[src/rtl/uart_text_writer_if.sv]
// Serial-in / text-RAM-write bundle for uart_text_writer; master = the writer, slave = RAM/observer side.
// No latency or backpressure of its own: the RAM write port always accepts.
interface uart_text_writer_if #(
    parameter int ADDR_W = 12
);
    logic              rx;
    logic              wr_en;
    logic [ADDR_W-1:0] wr_addr;
    logic [7:0]        wr_data;
    logic [6:0]        cursor_col;
    logic [4:0]        cursor_row;
    logic              clear_busy;
    logic              frame_err;
    logic              overrun;

    modport master (
        input  rx,
        output wr_en, wr_addr, wr_data, cursor_col, cursor_row,
        output clear_busy, frame_err, overrun
    );

    modport slave (
        output rx,
        input  wr_en, wr_addr, wr_data, cursor_col, cursor_row,
        input  clear_busy, frame_err, overrun
    );
endinterface

[src/rtl/uart_text_writer.sv]
// UART byte receiver feeding a text-RAM writer with cursor control and a clear sweep; write lands 1 cycle after a byte is consumed.
// No backpressure to the line: one held byte, later bytes dropped with an overrun pulse while it is still full.
module uart_text_writer #(
    parameter int CLKS_PER_BIT = 100,
    parameter int COLS         = 80,
    parameter int ROWS         = 30,
    parameter int ADDR_W       = 12
) (
    input  logic             clk,
    input  logic             rst_n,
    uart_text_writer_if.master bus
);
    localparam int CNT_W = $clog2(CLKS_PER_BIT);

    localparam logic [CNT_W-1:0]  CNT_ONE   = CNT_W'(1);
    localparam logic [CNT_W-1:0]  HALF_M1   = CNT_W'(CLKS_PER_BIT / 2 - 1);
    localparam logic [CNT_W-1:0]  BIT_M1    = CNT_W'(CLKS_PER_BIT - 1);
    localparam logic [6:0]        LAST_COL  = 7'(COLS - 1);
    localparam logic [4:0]        LAST_ROW  = 5'(ROWS - 1);
    localparam logic [ADDR_W-1:0] COLS_A    = ADDR_W'(COLS);
    localparam logic [ADDR_W-1:0] LAST_CELL = ADDR_W'(COLS * ROWS - 1);
    localparam logic [ADDR_W-1:0] ADDR_ONE  = ADDR_W'(1);
    localparam logic [7:0]        SPACE     = 8'h20;

    typedef enum logic [2:0] {
        RX_IDLE,
        RX_START,
        RX_DATA,
        RX_STOP,
        RX_WAIT_HI
    } rx_state_t;

    typedef enum logic [1:0] {
        CLR_ARM,
        CLR_RUN,
        CLR_IDLE
    } clr_state_t;

    // ---------------- receiver ----------------
    logic             rx_meta_q, rx_sync_q;
    rx_state_t        rx_state_q, rx_state_d;
    logic [CNT_W-1:0] rx_cnt_q, rx_cnt_d;
    logic [2:0]       rx_bit_q, rx_bit_d;
    logic [7:0]       rx_shift_q, rx_shift_d;
    logic             byte_vld;
    logic             frame_err_q, frame_err_d;

    // ---------------- holding register ----------------
    logic       hold_vld_q, hold_vld_d;
    logic [7:0] hold_dat_q, hold_dat_d;
    logic       overrun_q, overrun_d;
    logic       consume;

    // ---------------- writer / cursor ----------------
    clr_state_t        clr_state_q, clr_state_d;
    logic              wr_en_q, wr_en_d;
    logic [ADDR_W-1:0] wr_addr_q, wr_addr_d;
    logic [7:0]        wr_data_q, wr_data_d;
    logic [6:0]        col_q, col_d;
    logic [4:0]        row_q, row_d;
    logic [ADDR_W-1:0] row_base_q, row_base_d;
    logic              row_adv;
    logic              start_sweep;

    always_comb begin
        rx_state_d  = rx_state_q;
        rx_cnt_d    = rx_cnt_q;
        rx_bit_d    = rx_bit_q;
        rx_shift_d  = rx_shift_q;
        byte_vld    = 1'b0;
        frame_err_d = 1'b0;
        case (rx_state_q)
            RX_IDLE: begin
                if (!rx_sync_q) begin
                    rx_state_d = RX_START;
                    rx_cnt_d   = '0;
                end
            end
            RX_START: begin
                // Mid-start-bit recheck rejects short glitches silently.
                if (rx_cnt_q == HALF_M1) begin
                    rx_cnt_d   = '0;
                    rx_bit_d   = '0;
                    rx_state_d = rx_sync_q ? RX_IDLE : RX_DATA;
                end else begin
                    rx_cnt_d = rx_cnt_q + CNT_ONE;
                end
            end
            RX_DATA: begin
                if (rx_cnt_q == BIT_M1) begin
                    rx_cnt_d   = '0;
                    rx_shift_d = {rx_sync_q, rx_shift_q[7:1]};
                    if (rx_bit_q == 3'd7) begin
                        rx_state_d = RX_STOP;
                    end else begin
                        rx_bit_d = rx_bit_q + 3'd1;
                    end
                end else begin
                    rx_cnt_d = rx_cnt_q + CNT_ONE;
                end
            end
            RX_STOP: begin
                if (rx_cnt_q == BIT_M1) begin
                    rx_cnt_d = '0;
                    if (rx_sync_q) begin
                        byte_vld   = 1'b1;
                        rx_state_d = RX_IDLE;
                    end else begin
                        frame_err_d = 1'b1;
                        rx_state_d  = RX_WAIT_HI;
                    end
                end else begin
                    rx_cnt_d = rx_cnt_q + CNT_ONE;
                end
            end
            RX_WAIT_HI: begin
                if (rx_sync_q) begin
                    rx_state_d = RX_IDLE;
                end
            end
            default: rx_state_d = RX_IDLE;
        endcase
    end

    assign consume = hold_vld_q && (clr_state_q == CLR_IDLE);

    always_comb begin
        hold_vld_d = hold_vld_q;
        hold_dat_d = hold_dat_q;
        overrun_d  = 1'b0;
        if (consume) begin
            hold_vld_d = 1'b0;
        end
        // A byte consumed this cycle frees the slot for one arriving this cycle.
        if (byte_vld) begin
            if (!hold_vld_q || consume) begin
                hold_vld_d = 1'b1;
                hold_dat_d = rx_shift_q;
            end else begin
                overrun_d = 1'b1;
            end
        end
    end

    always_comb begin
        clr_state_d = clr_state_q;
        wr_en_d     = 1'b0;
        wr_addr_d   = wr_addr_q;
        wr_data_d   = wr_data_q;
        col_d       = col_q;
        row_d       = row_q;
        row_base_d  = row_base_q;
        row_adv     = 1'b0;
        start_sweep = 1'b0;

        case (clr_state_q)
            CLR_ARM: start_sweep = 1'b1;
            CLR_RUN: begin
                // wr_addr_q doubles as the sweep pointer.
                if (wr_addr_q == LAST_CELL) begin
                    clr_state_d = CLR_IDLE;
                end else begin
                    wr_en_d   = 1'b1;
                    wr_addr_d = wr_addr_q + ADDR_ONE;
                    wr_data_d = SPACE;
                end
            end
            CLR_IDLE: begin
                if (consume) begin
                    if (hold_dat_q >= 8'h20 && hold_dat_q <= 8'h7E) begin
                        wr_en_d   = 1'b1;
                        wr_addr_d = row_base_q + ADDR_W'(col_q);
                        wr_data_d = hold_dat_q;
                        if (col_q == LAST_COL) begin
                            col_d   = '0;
                            row_adv = 1'b1;
                        end else begin
                            col_d = col_q + 7'd1;
                        end
                    end else begin
                        case (hold_dat_q)
                            8'h0D: col_d = '0;
                            8'h0A: begin
                                col_d   = '0;
                                row_adv = 1'b1;
                            end
                            8'h08: begin
                                if (col_q != '0) begin
                                    col_d     = col_q - 7'd1;
                                    wr_en_d   = 1'b1;
                                    wr_addr_d = row_base_q + ADDR_W'(col_q) - ADDR_ONE;
                                    wr_data_d = SPACE;
                                end
                            end
                            8'h0C:   start_sweep = 1'b1;
                            default: ;
                        endcase
                    end
                end
            end
            default: clr_state_d = CLR_IDLE;
        endcase

        if (row_adv) begin
            if (row_q == LAST_ROW) begin
                row_d      = '0;
                row_base_d = '0;
            end else begin
                row_d      = row_q + 5'd1;
                row_base_d = row_base_q + COLS_A;
            end
        end

        if (start_sweep) begin
            clr_state_d = CLR_RUN;
            wr_en_d     = 1'b1;
            wr_addr_d   = '0;
            wr_data_d   = SPACE;
            col_d       = '0;
            row_d       = '0;
            row_base_d  = '0;
        end
    end

    always_ff @(posedge clk or negedge rst_n) begin
        if (!rst_n) begin
            rx_meta_q   <= 1'b1;
            rx_sync_q   <= 1'b1;
            rx_state_q  <= RX_IDLE;
            rx_cnt_q    <= '0;
            rx_bit_q    <= '0;
            rx_shift_q  <= '0;
            frame_err_q <= 1'b0;
            hold_vld_q  <= 1'b0;
            hold_dat_q  <= '0;
            overrun_q   <= 1'b0;
            clr_state_q <= CLR_ARM;
            wr_en_q     <= 1'b0;
            wr_addr_q   <= '0;
            wr_data_q   <= '0;
            col_q       <= '0;
            row_q       <= '0;
            row_base_q  <= '0;
        end else begin
            rx_meta_q   <= bus.rx;
            rx_sync_q   <= rx_meta_q;
            rx_state_q  <= rx_state_d;
            rx_cnt_q    <= rx_cnt_d;
            rx_bit_q    <= rx_bit_d;
            rx_shift_q  <= rx_shift_d;
            frame_err_q <= frame_err_d;
            hold_vld_q  <= hold_vld_d;
            hold_dat_q  <= hold_dat_d;
            overrun_q   <= overrun_d;
            clr_state_q <= clr_state_d;
            wr_en_q     <= wr_en_d;
            wr_addr_q   <= wr_addr_d;
            wr_data_q   <= wr_data_d;
            col_q       <= col_d;
            row_q       <= row_d;
            row_base_q  <= row_base_d;
        end
    end

    assign bus.wr_en      = wr_en_q;
    assign bus.wr_addr    = wr_addr_q;
    assign bus.wr_data    = wr_data_q;
    assign bus.cursor_col = col_q;
    assign bus.cursor_row = row_q;
    assign bus.clear_busy = (clr_state_q == CLR_RUN);
    assign bus.frame_err  = frame_err_q;
    assign bus.overrun    = overrun_q;
endmodule

[src/flat_wrapper.sv]
// flat-port wrapper written by rule: the top's interface ports become plain ports
module uart_text_writer_flat 
#(
    parameter int CLKS_PER_BIT = 100,
    parameter int COLS         = 80,
    parameter int ROWS         = 30,
    parameter int ADDR_W       = 12
)
  (clk, rst_n, bus_rx, bus_wr_en, bus_wr_addr, bus_wr_data, bus_cursor_col, bus_cursor_row, bus_clear_busy, bus_frame_err, bus_overrun);
  uart_text_writer_if #(.ADDR_W(ADDR_W)) bus_i ();
  input  logic clk;
  input  logic rst_n;
  input wire logic [$bits(bus_i.rx)-1:0] bus_rx;
  output wire logic [$bits(bus_i.wr_en)-1:0] bus_wr_en;
  output wire logic [$bits(bus_i.wr_addr)-1:0] bus_wr_addr;
  output wire logic [$bits(bus_i.wr_data)-1:0] bus_wr_data;
  output wire logic [$bits(bus_i.cursor_col)-1:0] bus_cursor_col;
  output wire logic [$bits(bus_i.cursor_row)-1:0] bus_cursor_row;
  output wire logic [$bits(bus_i.clear_busy)-1:0] bus_clear_busy;
  output wire logic [$bits(bus_i.frame_err)-1:0] bus_frame_err;
  output wire logic [$bits(bus_i.overrun)-1:0] bus_overrun;
  assign bus_i.rx = bus_rx;
  assign bus_wr_en = bus_i.wr_en;
  assign bus_wr_addr = bus_i.wr_addr;
  assign bus_wr_data = bus_i.wr_data;
  assign bus_cursor_col = bus_i.cursor_col;
  assign bus_cursor_row = bus_i.cursor_row;
  assign bus_clear_busy = bus_i.clear_busy;
  assign bus_frame_err = bus_i.frame_err;
  assign bus_overrun = bus_i.overrun;
  uart_text_writer #(.CLKS_PER_BIT(CLKS_PER_BIT), .COLS(COLS), .ROWS(ROWS), .ADDR_W(ADDR_W)) u_core (.clk(clk), .rst_n(rst_n), .bus(bus_i));
endmodule
[config.mk]
export PLATFORM = sky130hd
export DESIGN_NAME = uart_text_writer_flat
export DESIGN_NICKNAME = d
export VERILOG_FILES = /design/src/rtl/uart_text_writer_if.sv /design/src/rtl/uart_text_writer.sv /design/src/flat_wrapper.sv
export SDC_FILE = /design/constraint.sdc
export NUM_CORES = 1
export LEC_CHECK = 0
export ABC_AREA = 0
export CAP_MARGIN = 10
export CORE_MARGIN = 3
export CORE_UTILIZATION = 45
export DETAILED_ROUTE_END_ITERATION = 8
export GPL_ROUTABILITY_DRIVEN = 0
export HOLD_SLACK_MARGIN = 0.02
export PLACE_DENSITY = 0.62
export REMOVE_ABC_BUFFERS = 1
export SETUP_SLACK_MARGIN = 0.1
export SLEW_MARGIN = 15
export SYNTH_ARGS = -nofsm -noshare
export SYNTH_HDL_FRONTEND = slang
export SYNTH_SLANG_ARGS = --single-unit
[constraint.sdc]
create_clock -name clk -period 4.1 [get_ports clk]
set_input_delay 0.615 -clock clk [delete_from_list [all_inputs] [get_ports clk]]
set_output_delay 0.615 -clock clk [all_outputs]
set_load 0.01 [all_outputs]
==> flow_metrics.py, run 1 <==
metrics = {
    "routing": {
        "drtIter0Drc": 275,
        "wl_per_cell_um": 15.5,
        "drtPass1Iterations": 5,
        "ant_nets": 0,
        "avgViaCountPerCell": 5.68,
        "vias": 3798,
        "drc": 0,
        "wl_um": 10400,
    },
    "timing": {
        "skew_ns": 0.0130,
        "period_minus_slack_ns": 3.05,
        "relSlewSlack": 0.341,
        "setup_tns_ns": 0,
        "rsz0062_at_grt": "false",
        "hold_ws_ns": 0.357,
        "finalHoldViolCount": 0,
        "worst_slack_ns": 1.05,
        "setup_viol": 0,
        "post-route-period-util": 0.743,
        "slew_viol_final": 0,
        "max_freq_mhz": 328,
        "tightestPinTransition_ns": 0.989,
    },
    "grt": {
        "antenna_found_initial": 0,
        "grt_max_degree": 78,
        "grt_overflow": 0,
        "grt_pass1_wl_um": 17700,
        "grt_pass1_vias": 3555,
        "globalRouteTotalUtil": 0.189,
    },
    "yosys": {
        "synthArstFlopShare": 1.00,
        "synthSimpleGateAreaFrac": 0.200,
        "synth_mux_area_frac": 0.0605,
        "syn_avg_cell_area_um2": 9.31,
        "synth_top_family_by_area": "simple AND/OR/NAND/NOR gates",
        "synth_compound_area_frac": 0.191,
        "yosysSeqAreaShare": 0.411,
        "ys.flop_type": "dfrtp_1",
        "syn_inst": 504,
        "synth_xor_area_frac": 0.0466,
        "synth.distinct_cells": 69,
        "synth-adder-area-share": 0.0506,
        "synth_edf_count": 0,
        "synthesis.area_um2": 4690,
        "yosysWarnings": 0,
        "ys_seq_elements": 77,
    },
    "setup_path": {
        "crit_family": "simple AND/OR/NAND/NOR gates",
        "cp_cell_sequence": "inv_1 > ha_1 > and2_0 > a41oi_1 > buf_4 > nand4_1 > or2_2 > o31ai_1",
        "critPathMaxFanout": 18,
        "cp-end-kind": "register",
        "rr_startpoint": "u_core.clr_state_q[0]$_DFFE_PN0P_",
        "crit_type": "register to register",
        "slowest_delay_ns": 0.49,
        "critPathArrivalTime_ns": 3.31,
        "critPathLaunch": "u_core.clr_state_q[0]$_DFFE_PN0P_",
        "required_ns": 4.37,
        "startpoint_type": "register",
        "crit_buf_inv": 2,
        "cp_slowest_cell": "or2_2",
    },
    "status": {
        "outcome": "complete, no violations",
    },
    "place": {
        "port-buffer-count": 38,
        "hpwl_um": 7240,
        "dpl_worst_slack_ns": 1.07,
        "placedCellCount": 653,
    },
    "cts": {
        "cts_buffers": 9,
        "root_buffer": "clkbuf_8",
        "cts_setup_buffers": 0,
        "post_cts_resized": 0,
        "tritoncts": "done",
        "htree_levels": 3,
        "cts_buffer_depth": 2,
        "clk_pin_slew_worst_paths_ns": 0.08,
        "cts_sinks": 77,
        "hold_buffers": 0,
        "clock_latency_ns": 0.36,
    },
    "final_layout": {
        "drive_gt1_frac": 0.101,
        "nFillCells": 921,
        "area_delta_synth_final_pct": 13.3,
        "final_cell_mix": "dfrtp_1, nand2_1, o21ai_0",
        "final_cells": 669,
        "multi_input_area_um2": 2570,
        "seq_area_um2": 1930,
        "diodes": 0,
        "final_common_cell": "dfrtp_1",
        "nNetsFinal": 553,
    },
    "floorplan": {
        "initial_core_util": 0.472,
        "die-area_um2": 11700,
        "coreArea_um2": 9950,
        "io_pins": 39,
        "die_h_um": 108,
        "dieWidth_um": 108,
        "fp-row-count": 36,
    },
    "power": {
        "p_int_uw": 1000,
        "p_sw_uw": 311,
        "leakage_uw": 0.00237,
        "seq_power_share": 0.581,
        "power.share.clock": 0.406,
        "powerDensity_nw_per_um2": 246,
        "pwr-share-comb": 0.012,
        "irDropWorstVdd_v": 0.000122,
        "switching_share": 0.237,
    },
    "min_path": {
        "min-delay-start": "u_core.rx_meta_q$_DFF_PN1_",
        "hp-class": "register to register",
    },
    "job": {
        "maxCapViolCount": 0,
    },
}
-- layout make-up --
type,count,share of cell area
multi-input cells,384,0.484
clock buffers,11,0.0266
clock inverters,5,0.00659
flip-flops and latches,77,0.363
well taps,133,0.0313
repair buffers,42,0.0767
inverters,17,0.0120
-- per-layer routing --
metal,vias to the layer above,track usage,part of all wire
li1,1886,-,-
met1,1800,0.271,0.49
met2,95,0.282,0.44
met3,17,0.0340,0.046
met4,0,0.0812,0.022
met5,-,0,0
-- cell usage after synthesis (9+ instances only) --
cell type	count	area (um2)
nor2_1	23	86.3
inv_1	17	63.8
mux2_2	19	214
dfrtp_1	75	1880
nand3_1	20	100
nor3_1	12	60.1
a21oi_1	21	105
ha_1	19	238
o31ai_1	12	90.1
xnor2_1	18	158
o21ai_0	46	230
nand2_1	68	255
clkbuf_1	17	63.8
and3_1	9	56.3
-- logic make-up (layout without fill, tap and decap cells) --
logic type	after synthesis	in the layout
muxes	26	26
xor gates and xnor gates	25	25
adders and majority gates	19	19
buffers and inverters	43	75
DFF	77	77
AOI/OAI and AO/OA	133	133
and+or+nand+nor	181	181
-- power groups by stage --
| stage | Combinational, uW | Clock [uW] | Sequential, uW |
|---|---|---|---|
| 2_1_floorplan | 0.463 | 0 | 777 |
| 3_3_place_gp | 17.5 | 0 | 777 |
| 3_5_place_dp | 18.0 | 0 | 777 |
| 4_1_cts | 18.0 | 550 | 762 |
| 5_1_grt | 20.0 | 578 | 762 |
| 6_report | 16.3 | 533 | 762 |
-- worst paths after layout --
kind / cells past startpoint / slack, ns / endpoint
worst min register to register: 0 / 0.36 / u_core.rx_sync_q$_DFF_PN1_
worst min-delay path: 0 / 0.36 / u_core.rx_sync_q$_DFF_PN1_
max in group asynchronous: 1 / 3.04 / u_core.bus.wr_addr[8]$_DFFE_PN0P_
min in group asynchronous: 1 / 0.39 / u_core.bus.wr_addr[9]$_DFFE_PN0P_
worst max-delay path: 8 / 1.05 / u_core.row_base_q[11]$_DFFE_PN0P_
worst max register to register: 8 / 1.05 / u_core.row_base_q[11]$_DFFE_PN0P_
-- registers in the layout (all words and copies together) (netlist names) --
name	flops
u_core.clr_state_q	2
u_core.bus.cursor_col	7
u_core.bus.overrun	1
u_core.bus.wr_data	8
u_core.hold_vld_q	1
u_core.bus.cursor_row	5
u_core.hold_dat_q	8
u_core.bus.wr_en	1
u_core.rx_state_q	3
u_core.rx_meta_q	1
u_core.rx_sync_q	1
u_core.row_base_q	8
u_core.rx_shift_q	8
u_core.bus.wr_addr	12
u_core.bus.frame_err	1
u_core.rx_cnt_q	7
u_core.rx_bit_q	3
-- stage by stage --
stage          area (um2)   util  total power [uW]
2_1_floorplan        4570      -               777
3_3_place_gp         5140  0.517               794
3_5_place_dp         5140  0.517               795
4_1_cts              5320  0.534              1330
5_1_grt              5320  0.534              1360
6_report             5320  0.534              1310
Note: power is estimated with default switching activity, not from simulation.
==> run 2, diff against run 1 <==
==> constraint.sdc (replaced) <==
create_clock -name clk -period 3.1 [get_ports clk]
set_input_delay 0.465 -clock clk [delete_from_list [all_inputs] [get_ports clk]]
set_output_delay 0.465 -clock clk [all_outputs]
set_load 0.01 [all_outputs]
==> run 2 against run 1 <==
Count of clock-buffer cells in the layout shrank 1. Clock power grew 57%. Global-route usage grew 0.34 points. Sequential power grew 33%. Fmax grew 20%. Wire length grew 1.8%. First-iteration DRC count grew 12%. Critical path depth is the same. Via count grew 2.4%. Core utilization grew 0.99 points. Largest power group unchanged.
==> flow_metrics.py, run 2 (synthesis gave the netlist of run 1 again) <==
metrics = {
    "place": {
        "placedCellCount": 661,
        "hpwl_um": 7450,
        "placedInstanceArea_um2": 5200,
        "port-buffer-count": 38,
    },
    "cts": {
        "cts_sinks": 77,
        "tritoncts": "done",
        "cts_setup_buffers": 0,
        "cts_buffers": 9,
        "clk_pin_slew_worst_paths_ns": 0.08,
        "cts_buffer_depth": 2,
        "hold_buffers": 0,
        "clock_latency_ns": 0.35,
        "htree_levels": 3,
        "root_buffer": "clkbuf_8",
        "post_cts_resized": 0,
    },
    "setup_path": {
        "reg2reg_slack_ns": 0.56,
        "startpoint_type": "register",
        "crit_type": "register to register",
        "reg2reg_depth": 8,
        "rr_startpoint": "u_core.bus.cursor_col[0]$_DFFE_PN0P_",
        "crit_buf_inv": 1,
        "cp_slowest_cell": "dfrtp_1",
        "critPathMaxFanout": 10,
        "slowest_delay_ns": 0.51,
        "required_ns": 3.33,
        "cp_cell_sequence": "inv_1 > ha_1 > or4b_1 > o211ai_2 > a21oi_1 > o211a_1 > a32oi_1 > o31ai_1",
        "worstReg2RegEnd": "u_core.bus.wr_addr[11]$_DFFE_PN0P_",
        "critPathArrivalTime_ns": 2.77,
        "crit_family": "compound AO/OA/AOI/OAI gates",
        "cp-end-kind": "register",
    },
    "timing": {
        "slew_viol_final": 0,
        "setup_viol": 0,
        "finalHoldViolCount": 0,
        "period_minus_slack_ns": 2.54,
        "post-route-period-util": 0.820,
        "hold_ws_ns": 0.241,
        "relSlewSlack": 0.349,
        "setup_tns_ns": 0,
        "skew_ns": 0.0112,
        "tightestPinTransition_ns": 0.976,
        "max_freq_mhz": 393,
        "rsz0062_at_grt": "false",
    },
    "routing": {
        "drtPass1Iterations": 5,
        "wl_per_cell_um": 15.6,
        "ant_nets": 0,
        "drc": 0,
        "vias": 3889,
        "wl_um": 10600,
        "drtIter0Drc": 308,
        "avgViaCountPerCell": 5.74,
    },
    "final_layout": {
        "diodes": 0,
        "drive_gt1_frac": 0.114,
        "final_area_um2": 5420,
        "final_cell_mix": "dfrtp_1, nand2_1, o21ai_0",
        "nNetsFinal": 561,
        "final_cells": 677,
        "area_delta_synth_final_pct": 15.4,
        "largest_reg_flops": 12,
        "nFillCells": 890,
        "final_common_cell": "dfrtp_1",
    },
    "power": {
        "leakage_uw": 0.00243,
        "irDropWorstVdd_v": 0.000259,
        "powerDensity_nw_per_um2": 344,
        "power_uw": 1860,
    },
    "status": {
        "outcome": "complete, no violations",
    },
    "grt": {
        "globalRouteTotalUtil": 0.193,
        "grt_max_degree": 78,
        "grt_pass1_wl_um": 18200,
        "grt_pass1_vias": 3648,
        "grt_overflow": 0,
        "antenna_found_initial": 0,
    },
    "floorplan": {
        "dieWidth_um": 108,
        "coreArea_um2": 9950,
        "io_pins": 39,
        "fp-row-count": 36,
        "die_h_um": 108,
        "initial_core_util": 0.472,
        "die-area_um2": 11700,
    },
    "min_path": {
        "hp-class": "primary input to asynchronous set/reset pin",
    },
    "job": {
        "maxCapViolCount": 0,
    },
}
[run 2: changes by cell type in the layout (fill, tap and decap cells not counted)]
cell and delta:
buf_4 +8, bufinv_16 +2, clkbuf_8 -1, clkinvlp_4 -1
[run 2: metal layers]
metal,part of all wire,GRT usage
met1,0.49,0.280
met2,0.46,0.293
met3,0.040,0.0310
met4,0.017,0.0658
met5,0,0
[run 2: layout make-up]
cell class,instances,area (um2),share of cell area
Clock inverter,6,87.6,0.0162
Clock buffer,10,128,0.0236
Multi-Input combinational cell,384,2570,0.475
Inverter,17,63.8,0.0118
Tap cell,133,166,0.0307
Timing Repair Buffer,50,468,0.0864
Sequential cell,77,1930,0.356
[run 2: stage by stage]
stage | worst slack (ns) | utilization
final | 0.558 | 0.544
after global routing | 0.259 | 0.544
after detailed placement | 0.566 | 0.523
after floorplan | 0.200 | -
after CTS | 0.538 | 0.544
after global placement | 0.605 | 0.523
[run 2: how the worst max path moves through the flow]
stage / cells after the start / startpoint / to
floorplan: 7 / u_core.clr_state_q[0]$_DFFE_PN0P_ / u_core.row_base_q[11]$_DFFE_PN0P_
detailed placement: 7 / u_core.clr_state_q[0]$_DFFE_PN0P_ / u_core.row_base_q[11]$_DFFE_PN0P_
finish: 8 / u_core.bus.cursor_col[0]$_DFFE_PN0P_ / u_core.bus.wr_addr[11]$_DFFE_PN0P_
global route: 7 / u_core.clr_state_q[0]$_DFFE_PN0P_ / u_core.row_base_q[11]$_DFFE_PN0P_
CTS: 7 / u_core.clr_state_q[0]$_DFFE_PN0P_ / u_core.row_base_q[11]$_DFFE_PN0P_
global placement: 7 / u_core.clr_state_q[0]$_DFFE_PN0P_ / u_core.row_base_q[11]$_DFFE_PN0P_
[run 2: report_power, final]
group          switching (uW)  leakage, uW  internal, uW
logic                    19.2      0.00129          2.17
registers                1.74      0.00103          1010
clock network             381     0.000111           455
[run 2: worst reg2reg max path, cell delays in order (launching register included)]
cell	delay [ns]
dfrtp_1	0.51
inv_1	0.20
ha_1	0.17
or4b_1	0.49
o211ai_2	0.25
a21oi_1	0.11
o211a_1	0.35
a32oi_1	0.25
o31ai_1	0.09
